==> config.mk <==
export PLATFORM = sky130hd
export DESIGN_NAME = flex_updown_counter
export DESIGN_NICKNAME = d
export VERILOG_FILES = /design/src/rtl/flex_updown_counter.sv
export SDC_FILE = /design/constraint.sdc
export NUM_CORES = 1
export LEC_CHECK = 0
export CELL_PAD_IN_SITES_DETAIL_PLACEMENT = 1
export CELL_PAD_IN_SITES_GLOBAL_PLACEMENT = 1
export CORE_MARGIN = 4
export CORE_UTILIZATION = 38
export DETAILED_ROUTE_END_ITERATION = 16
export PLACE_DENSITY_LB_ADDON = 0.1
export SETUP_SLACK_MARGIN = 0.02
export SLEW_MARGIN = 5
export SYNTH_ARGS = -nofsm -noshare
export SYNTH_HDL_FRONTEND = slang
export SYNTH_SLANG_ARGS = --single-unit
==> constraint.sdc <==
create_clock -name clk -period 4.37 [get_ports clk]
set_input_delay 0.874 -clock clk [delete_from_list [all_inputs] [get_ports clk]]
set_output_delay 0.874 -clock clk [all_outputs]
set_load 0.01 [all_outputs]
==> src/rtl/flex_updown_counter.sv <==
// flex_updown_counter: up/down counter with programmable step, synchronous clear/load,
// wrap-or-saturate range handling and registered rollover/zero/wrap flags.
module flex_updown_counter #(
    parameter int unsigned NUM_CNT_BITS = 4,
    parameter int unsigned STEP_BITS    = 2,
    parameter bit          SATURATE     = 1'b0
) (
    input  logic                    clk,
    input  logic                    n_rst,
    input  logic                    i_clear,
    input  logic                    i_load,
    input  logic [NUM_CNT_BITS-1:0] i_load_val,
    input  logic                    i_count_enable,
    input  logic                    i_count_up,
    input  logic [STEP_BITS-1:0]    i_step,
    input  logic [NUM_CNT_BITS-1:0] i_rollover_val,
    output logic [NUM_CNT_BITS-1:0] o_count_out,
    output logic                    o_rollover_flag,
    output logic                    o_zero_flag,
    output logic                    o_wrap_pulse
);

    // One bit wider than the widest operand so a carry or borrow is never lost.
    localparam int unsigned EXT_BITS =
        ((STEP_BITS > NUM_CNT_BITS) ? STEP_BITS : NUM_CNT_BITS) + 1;

    logic [EXT_BITS-1:0]     w_count_ext;
    logic [EXT_BITS-1:0]     w_step_ext;
    logic [EXT_BITS-1:0]     w_roll_ext;
    logic [EXT_BITS-1:0]     w_sum;
    logic [EXT_BITS-1:0]     w_diff;
    logic [NUM_CNT_BITS-1:0] w_load_clamped;
    logic [NUM_CNT_BITS-1:0] w_up_end;
    logic [NUM_CNT_BITS-1:0] w_down_end;
    logic [NUM_CNT_BITS-1:0] w_next;
    logic                    w_wrap;

    logic [NUM_CNT_BITS-1:0] r_count;
    logic                    r_rollover_flag;
    logic                    r_zero_flag;
    logic                    r_wrap_pulse;

    assign w_count_ext = EXT_BITS'(r_count);
    assign w_step_ext  = EXT_BITS'(i_step);
    assign w_roll_ext  = EXT_BITS'(i_rollover_val);
    assign w_sum       = w_count_ext + w_step_ext;
    assign w_diff      = w_count_ext - w_step_ext;

    // A load beyond the range bound lands on the bound.
    assign w_load_clamped = (i_load_val > i_rollover_val) ? i_rollover_val : i_load_val;

    // Where the count goes when an up or down step runs off the end of the range.
    assign w_up_end   = SATURATE ? i_rollover_val : {NUM_CNT_BITS{1'b0}};
    assign w_down_end = SATURATE ? {NUM_CNT_BITS{1'b0}} : i_rollover_val;

    // Next-count selection: clear > load > count > hold.
    always_comb begin
        w_next = r_count;
        w_wrap = 1'b0;
        if (i_clear) begin
            w_next = {NUM_CNT_BITS{1'b0}};
        end else if (i_load) begin
            w_next = w_load_clamped;
        end else if (i_count_enable && (w_step_ext != {EXT_BITS{1'b0}})) begin
            if (i_count_up) begin
                if (w_sum <= w_roll_ext) begin
                    w_next = NUM_CNT_BITS'(w_sum);
                end else begin
                    w_next = w_up_end;
                    w_wrap = 1'b1;
                end
            end else begin
                if (w_count_ext >= w_step_ext) begin
                    w_next = NUM_CNT_BITS'(w_diff);
                end else begin
                    w_next = w_down_end;
                    w_wrap = 1'b1;
                end
            end
        end
    end

    // Count and flags all register from the same next value so flags never lag the count.
    always_ff @(posedge clk or negedge n_rst) begin
        if (!n_rst) begin
            r_count         <= {NUM_CNT_BITS{1'b0}};
            r_rollover_flag <= 1'b0;
            r_zero_flag     <= 1'b1;
            r_wrap_pulse    <= 1'b0;
        end else begin
            r_count         <= w_next;
            r_rollover_flag <= (w_next == i_rollover_val);
            r_zero_flag     <= (w_next == {NUM_CNT_BITS{1'b0}});
            r_wrap_pulse    <= w_wrap;
        end
    end

    assign o_count_out     = r_count;
    assign o_rollover_flag = r_rollover_flag;
    assign o_zero_flag     = r_zero_flag;
    assign o_wrap_pulse    = r_wrap_pulse;

endmodule
==> impl_metrics.py, run 1 <==
metrics = {
    "timing": {
        "max_slew_margin_pct": 64.1,
        "tightest_slew_ps": 536,
        "fin_crit_ps": 4000,
        "hold_violations": 0,
        "fmax_mhz": 250,
        "rsz0062_at_grt": "no",
        "fin_tns_setup_ps": 0,
        "maxSlewViolCount": 0,
        "finalCritPeriodShare_pct": 91.5,
        "fin_skew_ps": 6.25,
        "setup_viol": 0,
    },
    "final_layout": {
        "areaGrowthSynthToFinish_pct": 21.1,
        "diodes": 0,
        "utilization_pct": 48.6,
        "fill_cells": 355,
        "seq_area_um2": 176,
        "nets": 187,
        "multiInputGateArea_um2": 816,
        "drive_gt1_share_pct": 12.8,
    },
    "placement": {
        "gp_congestion": 0.770,
        "dp_hpwl_um": 2680,
        "port_buffers": 22,
    },
    "clock_tree": {
        "cts_tree": "built",
        "cts_setup_buffers": 0,
        "clock_latency_ps": 250,
        "clk_transition_reported_paths_ps": 50,
        "clockRootBuffer": "clkbuf_4",
        "cts_hold_buf": 0,
        "cts_sinks": 7,
        "cts_buffers": 3,
        "cts_max_level": 1,
        "ctsResizeCount": 0,
        "clk_path_buf_depth": 2,
    },
    "logic_synthesis": {
        "synth_compound_area_share_pct": 33.9,
        "synth_cell_types": 55,
        "synth-simple-area-share_pct": 16.8,
        "muxShareOfSynthArea_pct": 1.78,
        "synth-seq-cells": 7,
        "synth_top_family_by_area": "compound AO/OA/AOI/OAI gates",
        "yosysSeqAreaShare_pct": 15.7,
        "synth_fa_ha_area_share_pct": 16.9,
        "synth-xor-area-share_pct": 3.11,
        "synth_edf_count": 0,
        "syn_area_per_cell_um2": 8.53,
        "syn_area_um2": 1130,
        "synth_warnings": 0,
        "synthFlopType": "dfrtp_1",
        "syn-instance-count": 132,
        "syn-num-nets": 162,
        "ys_async_sr_fraction_pct": 100,
    },
    "critical_path": {
        "critical_path_buf_inv_count": 2,
        "slowest_stage": "clkdlybuf4s50_1",
        "cp-start-kind": "primary input",
        "cpMostUsedCell": "ha_1",
        "cp_cell_sequence": "clkdlybuf4s50_1 -> inv_1 -> ha_1 -> nor2b_1 -> o21ai_0 -> xnor2_1 -> ha_1 -> and3_1 -> a221oi_2 -> o21ai_4 -> or3_1 -> o31ai_1 -> a2111oi_1 -> o211a_1",
        "arrival_ps": 4140,
        "cp_slowest_stage_delay_ps": 480,
        "critPathKind": "primary input to flop",
        "worst-path-max-fanout": 6,
        "crit_required_ps": 4510,
        "endpoint_kind": "flop",
        "path_delay_family": "compound AO/OA/AOI/OAI gates",
    },
    "power": {
        "p_comb_share_pct": 56.4,
        "p_int_w": 0.000195,
        "pwr-share-seq_pct": 26.3,
        "switching_share_pct": 40.1,
        "p_leak_nw": 0.617,
        "power_switching_w": 0.000131,
        "peakVddDrop_uv": 213,
        "power.density_nw_per_um2": 239,
        "p_clk_share_pct": 17.3,
    },
    "routing": {
        "via_count": 1094,
        "dr_wl_met3_um": 58,
        "wl_per_cell_um": 17.3,
        "met2_wirelength_um": 1610,
        "routed_via_density": 5.85,
        "drt-total-wl_um": 3240,
        "drc": 0,
        "drt_iter0_markers": 40,
        "wl_met1_um": 1540,
        "dr.pass1.iters": 4,
        "top_layer": "met4",
        "antenna_left": 0,
    },
    "global_route": {
        "grt_pass1_wl_um": 5780,
        "antenna_found_initial": 0,
        "grt_pass1_vias": 1171,
        "grt_max_degree": 17,
        "grt_usage_pct": 18.1,
        "globalRouteOverflowTotal": 0,
    },
    "hold_path": {
        "min_path_type": "flop to flop",
    },
    "floorplanning": {
        "io_pins": 23,
        "die_h_um": 62.4,
        "die_w_um": 62.4,
        "initial_core_util_pct": 40.1,
        "fp-row-count": 19,
        "coreArea_um2": 2810,
        "die-area_um2": 3900,
    },
    "outcome": {
        "outcome": "completed",
    },
    "job": {
        "cap_violations": 0,
    },
}
## cells by family after synthesis
group                    count (synthesis)
AO/OA/AOI/OAI                           47
AND/OR/NAND/NOR                         36
buffers and inverters                   22
adder cells (fa/ha/maj)                 14
flip-flops                               7
XOR/XNOR                                 4
multiplexers                             2
## cells in the mapped netlist, drive strengths merged (3+ instances only)
cell / number / area (µm²)
dfrtp: 6 / 150
o21ai: 8 / 51.3
clkbuf: 3 / 31.3
nor2: 10 / 37.5
ha: 12 / 150
a2111oi: 3 / 46.3
o211a: 3 / 30.0
inv: 17 / 63.8
a21oi: 9 / 45.0
nand2: 7 / 28.8
a211oi: 3 / 22.5
nand3: 5 / 25.0
## cell usage in the layout, fill, tap and decap left out, types with 2 or more instances in the layout
master and instances:
a211oi_1 3, a21oi_1 9, a222oi_1 2, buf_4 3, clkbuf_4 3, clkdlybuf4s50_1 22
dfrtp_1 6, fa_1 2, ha_1 12, inv_1 16, mux2i_1 2, nand2_1 6
nand3_1 5, nor2_1 10, nor3_1 2, o211a_1 3, o21a_1 2, o21ai_0 7
o221ai_1 2, o31ai_1 2, xnor2_1 2, xor2_1 2
## per-layer routing
metal | vias to the layer above | track usage [%]
met5 | - | 0
met4 | 0 | 3.31
met3 | 4 | 3.06
met2 | 18 | 30.6
met1 | 528 | 24.2
li1 | 544 | -
## worst min-delay path: stages (launching register included)
cell and delay [ps]:
dfrtp_1 440, nand3_1 100, o2111ai_1 120, a2111oi_1 60
o211a_1 100
## worst paths after layout
path                                     startpoint                        end  slack [ps]  cells past startpoint
setup / recovery                          i_step[1]  o_rollover_flag$_DFF_PN0_         370                     14
hold / removal             o_count_out[0]$_DFF_PN0_  o_rollover_flag$_DFF_PN0_         860                      4
setup reg to reg           o_count_out[1]$_DFF_PN0_  o_rollover_flag$_DFF_PN0_         980                     12
hold reg to reg            o_count_out[0]$_DFF_PN0_  o_rollover_flag$_DFF_PN0_         860                      4
max in group asynchronous                     n_rst      o_zero_flag$_DFF_PN1_        3200                      1
min in group asynchronous                     n_rst     o_wrap_pulse$_DFF_PN0_         880                      1
## power by group through the flow
| stage | logic [W] | registers [W] | clock network, W |
|---|---|---|---|
| finish | 0.000184 | 0.0000857 | 0.0000563 |
| floorplan | 0.000123 | 0.0000847 | 0 |
| global route | 0.000205 | 0.0000873 | 0.0000649 |
| CTS | 0.000185 | 0.0000856 | 0.0000586 |
| detailed placement | 0.000184 | 0.0000866 | 0 |
| global placement | 0.000179 | 0.0000864 | 0 |
## through the flow
step	hold WS, ps	setup WS (ps)	cells	area, µm²	power, W
global route	900	128	187	1360	0.000357
finish	861	371	187	1360	0.000326
CTS	866	355	187	1360	0.000330
detailed placement	876	85.0	183	1340	0.000271
floorplan	578	815	132	1130	0.000208
global placement	854	202	183	1340	0.000265
## final cells by class
type / instances / area share, %
Clock buffer: 4 / 1.93
Multi-Input combinational cell: 103 / 59.8
Timing Repair Buffer: 25 / 17.8
Tap cell: 31 / 2.84
Inverter: 17 / 4.68
Sequential cell: 7 / 12.9
## sequential cells by signal, indices dropped and copies added, names as in the netlist
name and count:
o_zero_flag 1, o_count_out 4, o_wrap_pulse 1, o_rollover_flag 1
No activity file was read; power rests on OpenSTA's default activity.
==> run 2, diff against run 1 <==
--- a/config.mk
+++ b/config.mk
@@ -12,6 +12,7 @@
 export DETAILED_ROUTE_END_ITERATION = 16
 export PLACE_DENSITY_LB_ADDON = 0.1
 export SETUP_SLACK_MARGIN = 0.02
+export SKIP_CTS_REPAIR_TIMING = 1
 export SLEW_MARGIN = 5
 export SYNTH_ARGS = -nofsm -noshare
 export SYNTH_HDL_FRONTEND = slang
==> results of run 2 <==
Same layout as run 1: the final DEF is identical, and so are final timing and power.
